## src/rtl/rx_frontend.sv

```systemverilog
// UART receive front end: synchronizes the serial line, decodes start/data/parity/stop
// fields and hands each character to the register bank with a one-cycle done pulse.
module rx_frontend (
    input  logic        clk_i,
    input  logic        rst_i,
    input  logic [15:0] cr_clk_div_i,
    input  logic        cr_ds_i,
    input  logic [1:0]  cr_p_i,
    input  logic        cr_s_i,
    input  logic        uart_rx_i,
    output logic [7:0]  dr_o,
    output logic        done_o,
    output logic        parity_error_o,
    output logic        frame_error_o
);

    typedef enum logic [2:0] {
        ST_IDLE      = 3'd0,
        ST_START     = 3'd1,
        ST_DATA      = 3'd2,
        ST_PARITY    = 3'd3,
        ST_STOP      = 3'd4,
        ST_WAIT_HIGH = 3'd5
    } state_e;

    // Odd parity expects the inverted data XOR, so the mode bit folds straight in.
    function automatic logic parity_mismatch(input logic rx_bit, input logic data_xor,
                                             input logic odd);
        return rx_bit ^ data_xor ^ odd;
    endfunction

    state_e      state_q, state_d;
    logic [1:0]  sync_q;
    logic [15:0] baud_cnt_q, baud_cnt_d;
    logic [3:0]  bit_cnt_q, bit_cnt_d;
    logic [7:0]  shift_q, shift_d;
    logic        par_q, par_d;
    logic        par_err_q, par_err_d;
    logic        frm_err_q, frm_err_d;
    logic        stop_cnt_q, stop_cnt_d;
    logic [7:0]  dr_q, dr_d;
    logic        done_q, done_d;
    logic        parity_error_q, parity_error_d;
    logic        frame_error_q, frame_error_d;
    logic        rx_s;
    logic        baud_tick_s;

    assign rx_s        = sync_q[1];
    assign baud_tick_s = (baud_cnt_q == 16'd0);

    // Two-flop synchronizer; resets to the idle line level.
    always_ff @(posedge clk_i or posedge rst_i) begin
        if (rst_i) begin
            sync_q <= 2'b11;
        end else begin
            sync_q <= {sync_q[0], uart_rx_i};
        end
    end

    // Frame decoder state and registered outputs.
    always_ff @(posedge clk_i or posedge rst_i) begin
        if (rst_i) begin
            state_q        <= ST_IDLE;
            baud_cnt_q     <= 16'd0;
            bit_cnt_q      <= 4'd0;
            shift_q        <= 8'd0;
            par_q          <= 1'b0;
            par_err_q      <= 1'b0;
            frm_err_q      <= 1'b0;
            stop_cnt_q     <= 1'b0;
            dr_q           <= 8'd0;
            done_q         <= 1'b0;
            parity_error_q <= 1'b0;
            frame_error_q  <= 1'b0;
        end else begin
            state_q        <= state_d;
            baud_cnt_q     <= baud_cnt_d;
            bit_cnt_q      <= bit_cnt_d;
            shift_q        <= shift_d;
            par_q          <= par_d;
            par_err_q      <= par_err_d;
            frm_err_q      <= frm_err_d;
            stop_cnt_q     <= stop_cnt_d;
            dr_q           <= dr_d;
            done_q         <= done_d;
            parity_error_q <= parity_error_d;
            frame_error_q  <= frame_error_d;
        end
    end

    // Next-state, baud timing and field capture.
    always_comb begin
        state_d        = state_q;
        baud_cnt_d     = baud_cnt_q;
        bit_cnt_d      = bit_cnt_q;
        shift_d        = shift_q;
        par_d          = par_q;
        par_err_d      = par_err_q;
        frm_err_d      = frm_err_q;
        stop_cnt_d     = stop_cnt_q;
        dr_d           = dr_q;
        done_d         = 1'b0;
        parity_error_d = parity_error_q;
        frame_error_d  = frame_error_q;

        if (state_q != ST_IDLE && state_q != ST_WAIT_HIGH) begin
            if (baud_tick_s) begin
                baud_cnt_d = cr_clk_div_i - 16'd1;
            end else begin
                baud_cnt_d = baud_cnt_q - 16'd1;
            end
        end else begin
            baud_cnt_d = baud_cnt_q;
        end

        case (state_q)
            ST_IDLE: begin
                if (!rx_s) begin
                    state_d    = ST_START;
                    baud_cnt_d = {1'b0, cr_clk_div_i[15:1]};
                end else begin
                    state_d = ST_IDLE;
                end
            end
            ST_START: begin
                if (baud_tick_s) begin
                    if (rx_s) begin
                        state_d = ST_IDLE;
                    end else begin
                        state_d   = ST_DATA;
                        bit_cnt_d = cr_ds_i ? 4'd8 : 4'd7;
                        shift_d   = 8'd0;
                        par_d     = 1'b0;
                        par_err_d = 1'b0;
                        frm_err_d = 1'b0;
                    end
                end else begin
                    state_d = ST_START;
                end
            end
            ST_DATA: begin
                if (baud_tick_s) begin
                    // LSB arrives first, so bits enter at the top of the active width.
                    if (cr_ds_i) begin
                        shift_d = {rx_s, shift_q[7:1]};
                    end else begin
                        shift_d = {1'b0, rx_s, shift_q[6:1]};
                    end
                    par_d     = par_q ^ rx_s;
                    bit_cnt_d = bit_cnt_q - 4'd1;
                    if (bit_cnt_q == 4'd1) begin
                        stop_cnt_d = cr_s_i;
                        if (cr_p_i != 2'b00) begin
                            state_d = ST_PARITY;
                        end else begin
                            state_d = ST_STOP;
                        end
                    end else begin
                        state_d = ST_DATA;
                    end
                end else begin
                    state_d = ST_DATA;
                end
            end
            ST_PARITY: begin
                if (baud_tick_s) begin
                    par_err_d = parity_mismatch(rx_s, par_q, cr_p_i[0]);
                    state_d   = ST_STOP;
                end else begin
                    state_d = ST_PARITY;
                end
            end
            ST_STOP: begin
                if (baud_tick_s) begin
                    frm_err_d = frm_err_q | ~rx_s;
                    if (stop_cnt_q) begin
                        stop_cnt_d = 1'b0;
                        state_d    = ST_STOP;
                    end else begin
                        dr_d           = shift_q;
                        done_d         = 1'b1;
                        parity_error_d = (cr_p_i != 2'b00) & par_err_q;
                        frame_error_d  = frm_err_q | ~rx_s;
                        state_d        = rx_s ? ST_IDLE : ST_WAIT_HIGH;
                    end
                end else begin
                    state_d = ST_STOP;
                end
            end
            ST_WAIT_HIGH: begin
                if (rx_s) begin
                    state_d = ST_IDLE;
                end else begin
                    state_d = ST_WAIT_HIGH;
                end
            end
            default: begin
                state_d = ST_IDLE;
            end
        endcase
    end

    assign dr_o           = dr_q;
    assign done_o         = done_q;
    assign parity_error_o = parity_error_q;
    assign frame_error_o  = frame_error_q;

endmodule
```

## config.mk

```make
export PLATFORM = sky130hd
export DESIGN_NAME = rx_frontend
export DESIGN_NICKNAME = d
export VERILOG_FILES = /design/src/rtl/rx_frontend.sv
export SDC_FILE = /design/constraint.sdc
export NUM_CORES = 1
export LEC_CHECK = 0
export ABC_AREA = 1
export CELL_PAD_IN_SITES_DETAIL_PLACEMENT = 2
export CELL_PAD_IN_SITES_GLOBAL_PLACEMENT = 2
export CORE_MARGIN = 2
export CORE_UTILIZATION = 35
export DETAILED_ROUTE_END_ITERATION = 7
export GPL_ROUTABILITY_DRIVEN = 0
export PLACE_DENSITY = 0.87
export SLEW_MARGIN = 20
export SYNTH_ARGS = -nofsm -noshare
export SYNTH_HDL_FRONTEND = slang
export SYNTH_SLANG_ARGS = --single-unit
```

## constraint.sdc

```tcl
create_clock -name clk_i -period 5.3 [get_ports clk_i]
set_input_delay 1.06 -clock clk_i [delete_from_list [all_inputs] [get_ports clk_i]]
set_output_delay 1.06 -clock clk_i [all_outputs]
set_load 0.03 [all_outputs]
```

; ---- Word level (Yosys, flattened, before mapping)
; Index checks and enable logic that the tools add are counted.
[totals]
ff_bits = 48
out_inout_bits = 11
[classes]
eq_ne = 13
n_bitwise = 6
muxes = 40
n_reduce_logical = 14
addsub = 3
[op_table]
columns = op, count
row1 = $mux W16, 4
row2 = $mux W8, 4
row3 = $sub A16 B1 Y16 const B, 2
row4 = $mux W3, 8
row5 = $pmux W3 S6, 1
row6 = $logic_not A16 Y1, 1
row7 = $mux W4, 4
row8 = $pmux W8 S2, 1
row9 = $reduce_and A4 Y1, 4
row10 = $mux W1, 12
row11 = $ne A2 B2 Y1 const B, 6
row12 = $reduce_bool A2 Y1, 5
row13 = $pmux W1 S2, 4
row14 = $pmux W4 S2, 1
row15 = $eq A3 B2 Y1 const B, 2
row16 = $eq A3 B3 Y1 const B, 2
row17 = $eq A4 B1 Y1 const B, 1
row18 = $sub A4 B1 Y4 const B, 1
row19 = $eq A3 B1 Y1 const B, 1
row20 = $logic_not A3 Y1, 1
row21 = $ne A3 B3 Y1 const B, 1
row22 = $reduce_and A3 Y1, 1
row23 = $reduce_bool A3 Y1, 1
row24 = $mux W2, 1
row25 = other kinds (5), 7

; ---- Depth between registers and ports, before layout
; Gate-level depths: netlist (run 1).
[logic_depth]
word_depth = 5
ltp_mapped = 15

; ---- Worst setup path before layout (run 1)
; Ideal clock, no wire load.
[synth_path]
path_type = in2reg
start = input cr_clk_div_i[1]
end = register baud_cnt_q[10]
setup_slack_ns = 3.147
cell_stages = 9
required_time_ns = 5.175
path_buffers = 0
arrival_time_ns = 2.028
path_cell_list = inv_1 -> nor2_1 -> nor2_2 -> ha_1 -> nand3_2 -> nor3_2 -> inv_1 -> o21ai_0 -> a21oi_1
[synth_between]
elab_chain_cells = 5
[synth_rtl]
columns = item, line_no
row1 = from (decl), 6  ; input logic [15:0] cr_clk_div_i,
row2 = $sub A16 B1 Y16 (*), 108  ; baud_cnt_d = cr_clk_div_i - 16'd1;
row3 = $mux W16 (*), 107  ; if (baud_tick_s) begin
row4 = $mux W16 (*), 106  ; if (state_q != ST_IDLE && state_q != ST_WAIT_HIGH) begin
row5 = $mux W16, 118  ; if (!rx_s) begin
row6 = $mux W16 (*), 116  ; case (state_q)
row7 = net baud_cnt_d[10], 34  ; logic [15:0] baud_cnt_q, baud_cnt_d;
row8 = to (signal assigned), 77  ; baud_cnt_q <= baud_cnt_d;
row9 = to (decl), 34
; Mark *: on every way through the listed nets, which the timed path passes. The rest lies on a longest branch.
; A chain may end at the register's enable or synchronous reset.

; ---- Final worst setup path (run 1)
[layout_path]
start = register state_q[0]
end = register baud_cnt_q[4]
[layout_between]
elab_chain_cells = 5
word_cells_on_any_way = 7
cone_classes = eq/ne (1) / mux (3) / reduce/logical (3)
[layout_rtl]
columns = item, line_no
row1 = from (decl), 32  ; state_e state_q, state_d;
row2 = from (signal assigned), 76  ; state_q <= state_d;
row3 = $ne A3 B3 Y1 or $reduce_bool A3 Y1 (tied branches), 106
row4 = $logic_and A1 B1 Y1, 106
row5 = $mux W16, 106
row6 = $mux W16, 118
row7 = $mux W16 (*), 116
row8 = net baud_cnt_d[4], 34
; Marks and branches as above.

==> results of run 1 <==
## flip-flops by register name, summed over array words and instances (netlist names)
name and count:
done_o 1, frame_error_o 1, sync_q 2, frm_err_q 1
stop_cnt_q 1, par_err_q 1, dr_o 8, parity_error_o 1
state_q 3, bit_cnt_q 4, baud_cnt_q 16, par_q 1
shift_q 8
## metrics by stage
step                power [uW]  cells  util, %  setup slack, ns  instance area, um2
floorplan                841.8    388        -            3.099                2952
global placement         950.5    518    41.08            2.540                3358
detailed placement       978.2    518    41.08            2.362                3358
CTS                       1228    526    42.27            2.528                3456
global route              1308    526    42.29            2.301                3457
finish                    1215    526    42.29            2.543                3457
## layout make-up
cell class                 count  area, um2
sequential                    48       1204
inverter                      65      245.2
timing repair buffer          34      337.8
multi-input combinational    266       1441
clock inverter                 2      15.01
fill                         962       4718
tap                          105      131.4
clock buffer                   6      82.58
## power breakdown
group | total, uW | switching (uW) | internal, uW | leakage, uW
registers | 483 | 54.4 | 429 | 0.000591
logic | 487 | 318 | 168 | 0.000951
clock network | 245 | 139 | 106 | 0.0000434
## layer usage
metal	vias to the layer above	wire length [um]
li1	1315	-
met2	33	4851
met3	9	205
met5	-	0
met1	1374	3974
met4	0	86
## worst max-delay path: cells and delay by family (launching register included)
kind            cells  cell delay, ns
compound gates      2            0.31
simple gates        4            1.20
buf+inv             1            0.71
flops               1            0.46
## cells in the final DEF (no fill, tap or decap), drive strengths merged
cell type / instances
a31oi: 5
nor3: 6
a21oi: 13
xnor2: 1
nand3: 37
clkbuf: 6
nand2: 83
ha: 3
o21ai: 43
buf: 1
o2bb2ai: 1
o2111ai: 2
dfrtp: 46
nand4: 3
clkdlybuf4s50: 33
a211oi: 1
nor2: 51
o22ai: 8
nand3b: 1
inv: 63
xor2: 2
o211ai: 1
o21bai: 1
clkinvlp: 2
clkinv: 2
o221ai: 2
dfstp: 2
or2: 2
## cells by family (layout without fill, tap and decap cells)
family / Yosys count / count (layout) / share of synthesized area (%)
AND/OR/NAND/NOR: 183 / 183 / 31.41
AO/OA/AOI/OAI: 77 / 77 / 15.26
buffers and inverters: 74 / 107 / 10.39
flip-flops: 48 / 48 / 40.78
adder cells (fa/ha/maj): 3 / 3 / 1.272
XOR/XNOR: 3 / 3 / 0.8904
## final timing paths
check | start | endpoint | slack [ns] | cells after the start
worst max-delay path | state_q[0] | baud_cnt_q[4] | 2.54 | 7
worst min-delay path | sync_q[0] | sync_q[1] | 0.37 | 0
worst max register to register | state_q[0] | baud_cnt_q[4] | 2.54 | 7
worst min register to register | sync_q[0] | sync_q[1] | 0.37 | 0
max in group asynchronous | rst_i | baud_cnt_q[8] | 3.55 | 2
min in group asynchronous | rst_i | frm_err_q | 1.22 | 2
==> summary.md, run 1 <==
| Metric | Value |
|---|---|
| Hold WS | 0.3694 ns |
| Core area | ~0.0082 mm2 |
| Die area | around 0.0092 mm2 |
| Routing usage on met2 | 41.72% |
| Peak VDD IR | ~0.00014 V |
| Final setup TNS | 0 ns |
| Drt drc | 0 |
| CP arrival | a little under 3 ns |
| Num CTS Buffers | 5 |
| EDFF count, synth | 0 |
| Yosys cell types | 40 |
| Slew Limit Fails | 0 |
| Starting Density | between 30% and 40% |
| Yosys reg bits | 48 |
| Syn_area_per_cell | about 7.6 um2 |
| Hold Crit Class | flop to flop |
| Post-Syn Area | between 0.002 and 0.003 mm2 |
| Largest net degree at the start of global routing | between 40 and 50 |
| CTS max path bufs | 2 |
| Starting DRT DRC Count | just over 90 |
| Hold Fails Final Rpt | 0 |
| Vias in the first global route | roughly 3000 |
| Pleak | ~0.0016 uW |
| Row cnt | 33 |
| Ys Warns | 0 |
| Most common cell in the netlist | nand2_1 |
| Power density over the cells | 351.5 mW/mm2 |
| Share of cells above drive strength 1 | 15.68% |
| Hpwl dp | about 6.8 mm |
| Antenna violations before repair | 0 |
| Worst-path maximum fanout | 18 |
| Routed len/inst | around 17 um |
| Minimum clock period | 2.757 ns |
| Top cells by count, synth | nand2_1, inv_1, dfrtp_1 |
| Area leader, netlist | dfrtp_1 |
| Area growth from synthesis to layout | 17.13% |
| Final worst-path cycle share | between 50 and 60% |
| Async set-reset flop share out of synthesis | 100.0% |
| Synth Instances | roughly 390 |
| Synth Net Count | around 410 |
| PostCTS Resize Cnt | 0 |
| Grt met3 use | roughly 3.1% |
| DRT Wirelength | around 9.1 mm |
| Final ANT Viol Nets | 0 |
| Startpoint Class | flop |
| Seq/Total Area, Yosys | around two fifths |
| Crit end category | flop |
| Status | finished, final reports clean |
| Postcts setup bufs | 0 |
| IO buf count | 33 |
| Max Cap Violations | 0 |
| Vias | ~2700 |
| H-tree lvl count | 2 |
| I/O pin total | 34 |
| Main synth FF type | dfrtp_1 |
| Clk_skew | around 0.0068 ns |
| GRT Overall Usage | ~22% |
| Crit path kind | flop to flop |
| Slowest cell on crit path | clkinv_1 |
| Vias per cell | slightly above 5 |
| Final setup vio count | 0 |
| Layer carrying the most global-route usage | met2 |
| CTS root buf | clkbuf_8 |
| Cell mode on critical path | nor2_1 |
| Top cells by area, synth | dfrtp_1, nand2_1, inv_1 |
| Relative slew slack | 41.25% |
| Clk sinks | 48 |
| Hold buffers post-CTS | 0 |
| Synth top area share | between 30% and 40% |
| RSZ-0062 raised after global routing | no |
| Die W | between 90 and 100 um |
| Fmax | ~360 MHz |
| Total congestion overflow | 0 |
| Antenna diodes | 0 |
| Worst skew pair latency | 0.31 ns |
| Required @ worst endpoint | roughly 5.5 ns |
| Worst-path clk slew | approximately 0.10 ns |
| Grt met1 use | 25.89% |
| CTS tree | yes |
| First-pass GRT wire length | 15.44 mm |
| Nets | 446 |
| Worst path cell trace | nor2_1 -> nand2_1 -> nor2_1 -> clkinv_1 -> nand2_2 -> o22ai_1 -> a31oi_1 |
| Die H | 95.83 um |
| DRT Pass-1 Iters | 4 |
| Tightest Pin Transition | 0.8802 ns |
| Worst path max stage delay | about 0.71 ns |
No activity file was read; power rests on OpenSTA's default activity.
==> run 2, diff against run 1 <==
- CORE_UTILIZATION: 35 -> 33
- PLACE_DENSITY: 0.87 -> 0.82
- clock period: 5.3 -> 2.65 ns (I/O delays scaled with it)
==> summary.md, run 2 (synthesis results as in run 1) <==
| Metric | Value |
|---|---|
| Final worst-path cycle share | 84.48% (was 52.02%) |
| Clk_skew | 0.003156 ns (was 0.006816 ns) |
| CTS tree | yes (unchanged) |
| Row cnt | 34 (was 33) |
| Hpwl dp | 7.044 mm (was 6.774 mm) |
| Nets | 452 (was 446) |
| Core area | 0.008678 mm2 (was 0.008175 mm2) |
| CTS root buf | clkbuf_8 (unchanged) |
| Antenna diodes | 0 (unchanged) |
| Required @ worst endpoint | 2.85 ns (was 5.52 ns) |
| Final Power | 2506 uW (was 1215 uW) |
| Max Cap Violations | 0 (unchanged) |
| Hold Fails Final Rpt | 0 (unchanged) |
| Commonest cells after routing, fill and taps aside | nand2_1, inv_1, dfrtp_1, nor2_1, o21ai_0 (unchanged) |
| Vias per cell | 5.150 (was 5.192) |
| Total congestion overflow | 0 (unchanged) |
| Fmax | 446.7 MHz (was 362.7 MHz) |
| Clk sinks | 48 (unchanged) |
| Area growth from synthesis to layout | 19.33% (was 17.13%) |
| Fill cells | 1029 (was 962) |
| Biggest register | baud_cnt_q (unchanged) |
| PostCTS Resize Cnt | 0 (unchanged) |
| Worst-path maximum fanout | 17 (was 18) |
| Pleak | 0.001627 uW (was 0.001585 uW) |
| Power density over the cells | 711.6 mW/mm2 (was 351.5 mW/mm2) |
| DRT Wirelength | 9.099 mm (was 9.117 mm) |
| Hold Crit Class | flop to flop (unchanged) |
| GRT Overall Usage | 20.48% (was 21.80%) |
| RSZ-0062 raised after global routing | no (unchanged) |
| Finished Core Util | 40.59% (was 42.29%) |
| Slew Limit Fails | 0 (unchanged) |
| Crit path kind | flop to flop (unchanged) |
| Crit end category | flop (unchanged) |
| Tightest Pin Transition | 0.6214 ns (was 0.8802 ns) |
| I/O pin total | 34 (unchanged) |
| Worst skew pair latency | 0.31 ns (about the same) |
| Startpoint Class | flop (unchanged) |
| Num CTS Buffers | 5 (unchanged) |
| Antenna violations before repair | 0 (unchanged) |
| Starting Density | 34.01% (was 36.10%) |
| Hold buffers post-CTS | 0 (unchanged) |
| Status | finished, final reports clean (unchanged) |
| Routed len/inst | 17.01 um (was 17.33 um) |
| IO buf count | 33 (unchanged) |
| Hold WS | 0.3624 ns (was 0.3694 ns) |
| Drt drc | 0 (unchanged) |
| Die W | 98.58 um (was 95.83 um) |
| Share of cells above drive strength 1 | 16.86% (was 15.68%) |
| H-tree lvl count | 2 (unchanged) |
| CTS max path bufs | 2 (unchanged) |
| Largest net degree at the start of global routing | 25 (was 49) |
| Relative slew slack | 58.53% (was 41.25%) |
| First-pass GRT wire length | 16.09 mm (was 15.44 mm) |
| Starting DRT DRC Count | 52 (was 92) |
| Die area | 0.009717 mm2 (was 0.009183 mm2) |
| Max FFs per register | 16 (unchanged) |
| Die H | 98.58 um (was 95.83 um) |
| Postcts setup bufs | 0 (unchanged) |
| Vias in the first global route | 3206 (was 3042) |
| Final setup vio count | 0 (unchanged) |
| Final ANT Viol Nets | 0 (unchanged) |
| Minimum clock period | 2.239 ns (was 2.757 ns) |
| Peak VDD IR | 0.0002861 V (was 0.0001449 V) |
| Worst-path clk slew | 0.10 ns (about the same) |
| DRT Pass-1 Iters | 4 (unchanged) |
| CP arrival | 2.44 ns (was 2.98 ns) |
| Final setup TNS | 0 ns (unchanged) |
| Commonest non-fill, non-tap cell in the layout | nand2_1 (unchanged) |
| Vias | 2755 (was 2731) |
-- run 2: per-stage QoR --
stage | setup WS, ns | cells | cell area [um2]
floorplan | 0.8314 | 388 | 2952
global placement | 0.4504 | 527 | 3407
detailed placement | 0.3793 | 527 | 3407
CTS | 0.3926 | 535 | 3522
global route | 0.1657 | 535 | 3522
finish | 0.4112 | 535 | 3522
-- run 2: where the power goes --
part	internal, uW	switching, uW	total (uW)
combinational	342	631	973
clock	285	277	562
sequential	858	114	972
-- run 2: cell type report --
cell class,instances,area [um2],share of cell area (%)
clock buffer,5,68.82,1.954
sequential,48,1204,34.17
clock inverter,3,46.29,1.314
inverter,65,244.0,6.927
multi-input combinational,266,1441,40.92
timing repair buffer,40,382.9,10.87
tap,108,135.1,3.837
-- run 2: final timing paths --
path	startpoint	end	slack, ns	depth (start not counted)
setup / recovery	baud_cnt_q[10]	baud_cnt_q[6]	0.41	13
hold / removal	sync_q[0]	sync_q[1]	0.36	0
setup reg to reg	baud_cnt_q[10]	baud_cnt_q[6]	0.41	13
hold reg to reg	sync_q[0]	sync_q[1]	0.36	0
max in group asynchronous	rst_i	sync_q[1]	1.70	3
min in group asynchronous	rst_i	done_o	0.40	2
-- run 2: worst max-delay path, cell delays in order, from the launching register on --
cell     delay (ns)
dfrtp_1        0.43
nor2_1         0.12
nand2_1        0.11
nor2_4         0.22
nand2_4        0.18
nor2_1         0.17
nor2_2         0.07
ha_1           0.22
nand3_2        0.12
inv_1          0.06
nand2_2        0.10
inv_1          0.07
a21oi_1        0.16
a21oi_1        0.10
-- run 2: routing by layer --
metal	global-route usage, %	wire [um]	up-vias
met5	0	0	-
met4	4.531	83	0
met3	2.128	160	8
met2	39.04	4977	32
met1	24.74	3877	1389
li1	-	-	1326
==> run 3, diff against run 2 <==
- CORE_UTILIZATION: 33 -> 29
- PLACE_DENSITY: 0.82 -> 0.77
- clock period: 2.65 -> 1.9 ns (I/O delays scaled with it)
==> summary.md, run 3 (synthesis results as in run 1) <==
| Metric | Value |
|---|---|
| Core area | 0.009819 mm2 (was 0.008678 mm2) |
| Minimum clock period | 2.206 ns (was 2.239 ns) |
| Slew Limit Fails | 0 (unchanged) |
| CTS tree | yes (unchanged) |
| Final Power | 4683 uW (was 2506 uW) |
| Worst-path maximum fanout | 9 (was 17) |
| IO buf count | 33 (unchanged) |
| Largest net degree at the start of global routing | 40 (was 25) |
| CTS root buf | clkbuf_8 (unchanged) |
| Fmax | 453.2 MHz (was 446.7 MHz) |
| Antenna violations before repair | 0 (unchanged) |
| Peak VDD IR | 0.0004992 V (was 0.0002861 V) |
| H-tree lvl count | 2 (unchanged) |
| P_sw | 2024 uW (was 1022 uW) |
| Hpwl dp | 7.958 mm (was 7.044 mm) |
| Worst-path clk slew | 0.11 ns (was 0.10 ns) |
| Switch share | 43.21% (was 40.78%) |
| Crit end category | flop (unchanged) |
| Row cnt | 36 (was 34) |
| Required @ worst endpoint | 2.17 ns (was 2.85 ns) |
| Num CTS Buffers | 5 (unchanged) |
| Startpoint Class | flop (unchanged) |
| Internal Pwr Total | 2660 uW (was 1484 uW) |
| Combinational power share | 53.5% (was 38.8%) |
| FF+latch area | 0.001204 mm2 (unchanged) |
| Clock share of power | 17.9% (was 22.4%) |
| Tightest Pin Transition | 0.4431 ns (was 0.6214 ns) |
| Clk_skew | 0.005214 ns (was 0.003156 ns) |
| Final setup TNS | -6.824 ns (was 0 ns) |
| Die H | 104.9 um (was 98.58 um) |
| Area growth from synthesis to layout | 50.49% (was 19.33%) |
| Commonest cells after routing, fill and taps aside | buf_4, nand2_1, inv_1, dfrtp_1, clkdlybuf4s50_1 (was nand2_1, inv_1, dfrtp_1, nor2_1, o21ai_0) |
| Antenna diodes | 0 (unchanged) |
| Nets | 521 (was 452) |
| Die W | 104.9 um (was 98.58 um) |
| GRT Overall Usage | 22.07% (was 20.48%) |
| Pleak | 0.002056 uW (was 0.001627 uW) |
| Hold WS | 0.3036 ns (was 0.3624 ns) |
| Max FFs per register | 16 (unchanged) |
| First-pass GRT wire length | 18.91 mm (was 16.09 mm) |
| Hold Crit Class | primary input to asynchronous set/reset pin (was flop to flop) |
| DRT Wirelength | 14.53 mm (was 9.099 mm) |
| Place WS | -0.2756 ns (was 0.3793 ns) |
| Routed len/inst | 23.10 um (was 17.01 um) |
| Vias per cell | 5.135 (was 5.150) |
| Final ANT Viol Nets | 0 (unchanged) |
| CP arrival | 2.47 ns (was 2.44 ns) |
| Total congestion overflow | 0 (unchanged) |
| Worst skew pair latency | 0.33 ns (was 0.31 ns) |
| Failing checks | setup timing |
| Drt drc | 0 (unchanged) |
| Starting Density | 30.06% (was 34.01%) |
| Final worst-path cycle share | 116.1% (was 84.48%) |
| Final setup vio count | 39 (was 0) |
| I/O pin total | 34 (unchanged) |
| Crit path kind | flop to flop (unchanged) |
| Fill cells | 1095 (was 1029) |
| Die area | 0.01100 mm2 (was 0.009717 mm2) |
| CTS max path bufs | 2 (unchanged) |
| Power density over the cells | 1054 mW/mm2 (was 711.6 mW/mm2) |
| Vias in the first global route | 3515 (was 3206) |
| Max Cap Violations | 0 (unchanged) |
| Commonest non-fill, non-tap cell in the layout | buf_4 (was nand2_1) |
| Status | finished, violations left (was finished, final reports clean) |
| Flop pwr share | 28.6% (was 38.8%) |
| Worst setup margin | -0.3064 ns (was 0.4112 ns) |
| RSZ-0062 raised after global routing | yes (was no) |
| Relative slew slack | 70.15% (was 58.53%) |
| Hold Fails Final Rpt | 0 (unchanged) |
| DRT Pass-1 Iters | 4 (unchanged) |
| R2r setup slk | -0.31 ns (was 0.41 ns) |
| Clk sinks | 48 (unchanged) |
| Vias | 3230 (was 2755) |
| Area occupied by multi-input gates | 0.001707 mm2 (was 0.001441 mm2) |
| Biggest register | baud_cnt_q (unchanged) |
| Starting DRT DRC Count | 103 (was 52) |
| Share of cells above drive strength 1 | 37.70% (was 16.86%) |
## run 3: cell count changes in the layout (fill, tap and decap cells not counted), sizes merged
cell and delta:
buf +67, clkinvlp +2
## run 3: final timing paths
check	startpoint	end	depth (start not counted)
worst max-delay path	baud_cnt_q[12]	baud_cnt_q[14]	14
worst min-delay path	rst_i	baud_cnt_q[12]	2
worst max register to register	baud_cnt_q[12]	baud_cnt_q[14]	14
worst min register to register	sync_q[0]	sync_q[1]	0
max in group asynchronous	rst_i	sync_q[1]	3
min in group clk_i	sync_q[0]	sync_q[1]	0
## run 3: metrics by stage
step | cell area, um2 | utilization, % | instances
floorplan | 2952 | - | 388
global placement | 3779 | 38.48 | 594
detailed placement | 3779 | 38.48 | 594
CTS | 4050 | 41.25 | 608
global route | 4442 | 45.23 | 629
finish | 4442 | 45.23 | 629
## run 3: layer usage
metal	vias up	routed length, um	GRT usage, %
li1	1467	-	-
met1	1652	5957	26.60
met2	75	7679	40.72
met3	36	425	2.932
met4	0	471	6.286
met5	-	0	0
## run 3: power by group through the flow
stage	sequential, uW	combinational (uW)	clock, uW
2_1_floorplan	1320	1030	0
3_3_place_gp	1320	1800	0
3_5_place_dp	1330	1920	0
4_1_cts	1310	2100	830
5_1_grt	1350	2690	885
6_report	1340	2510	839
## run 3: repair_timing
item	4_1_cts	5_1_grt
pin swaps	12	18
cloned	0	2
gates resized for setup	32	71
hold buffers	0	0
buffers inserted	6	19
endpoints found under the setup margin	29	39
## run 3: final cells by class
class | instances | share of cell area, %
multi-input combinational | 266 | 38.42
clock buffer | 5 | 1.549
sequential | 48 | 27.10
clock inverter | 3 | 1.042
timing repair inverter | 2 | 0.3380
timing repair buffer | 107 | 22.20
tap | 133 | 3.746
inverter | 65 | 5.606
## run 3: worst max-delay path, stage by stage, from the launching register on
cell and delay (ns):
dfrtp_1 0.40, nor2_2 0.14, nand2_1 0.13, nor2_4 0.27, buf_6 0.21, nand3_2 0.09, nand2_2 0.15, nor2_1 0.10
nand2_1 0.12, nor2_1 0.10, nand2_2 0.09, nand2_1 0.06, nand2_1 0.07, nand2_1 0.07, a21oi_2 0.12
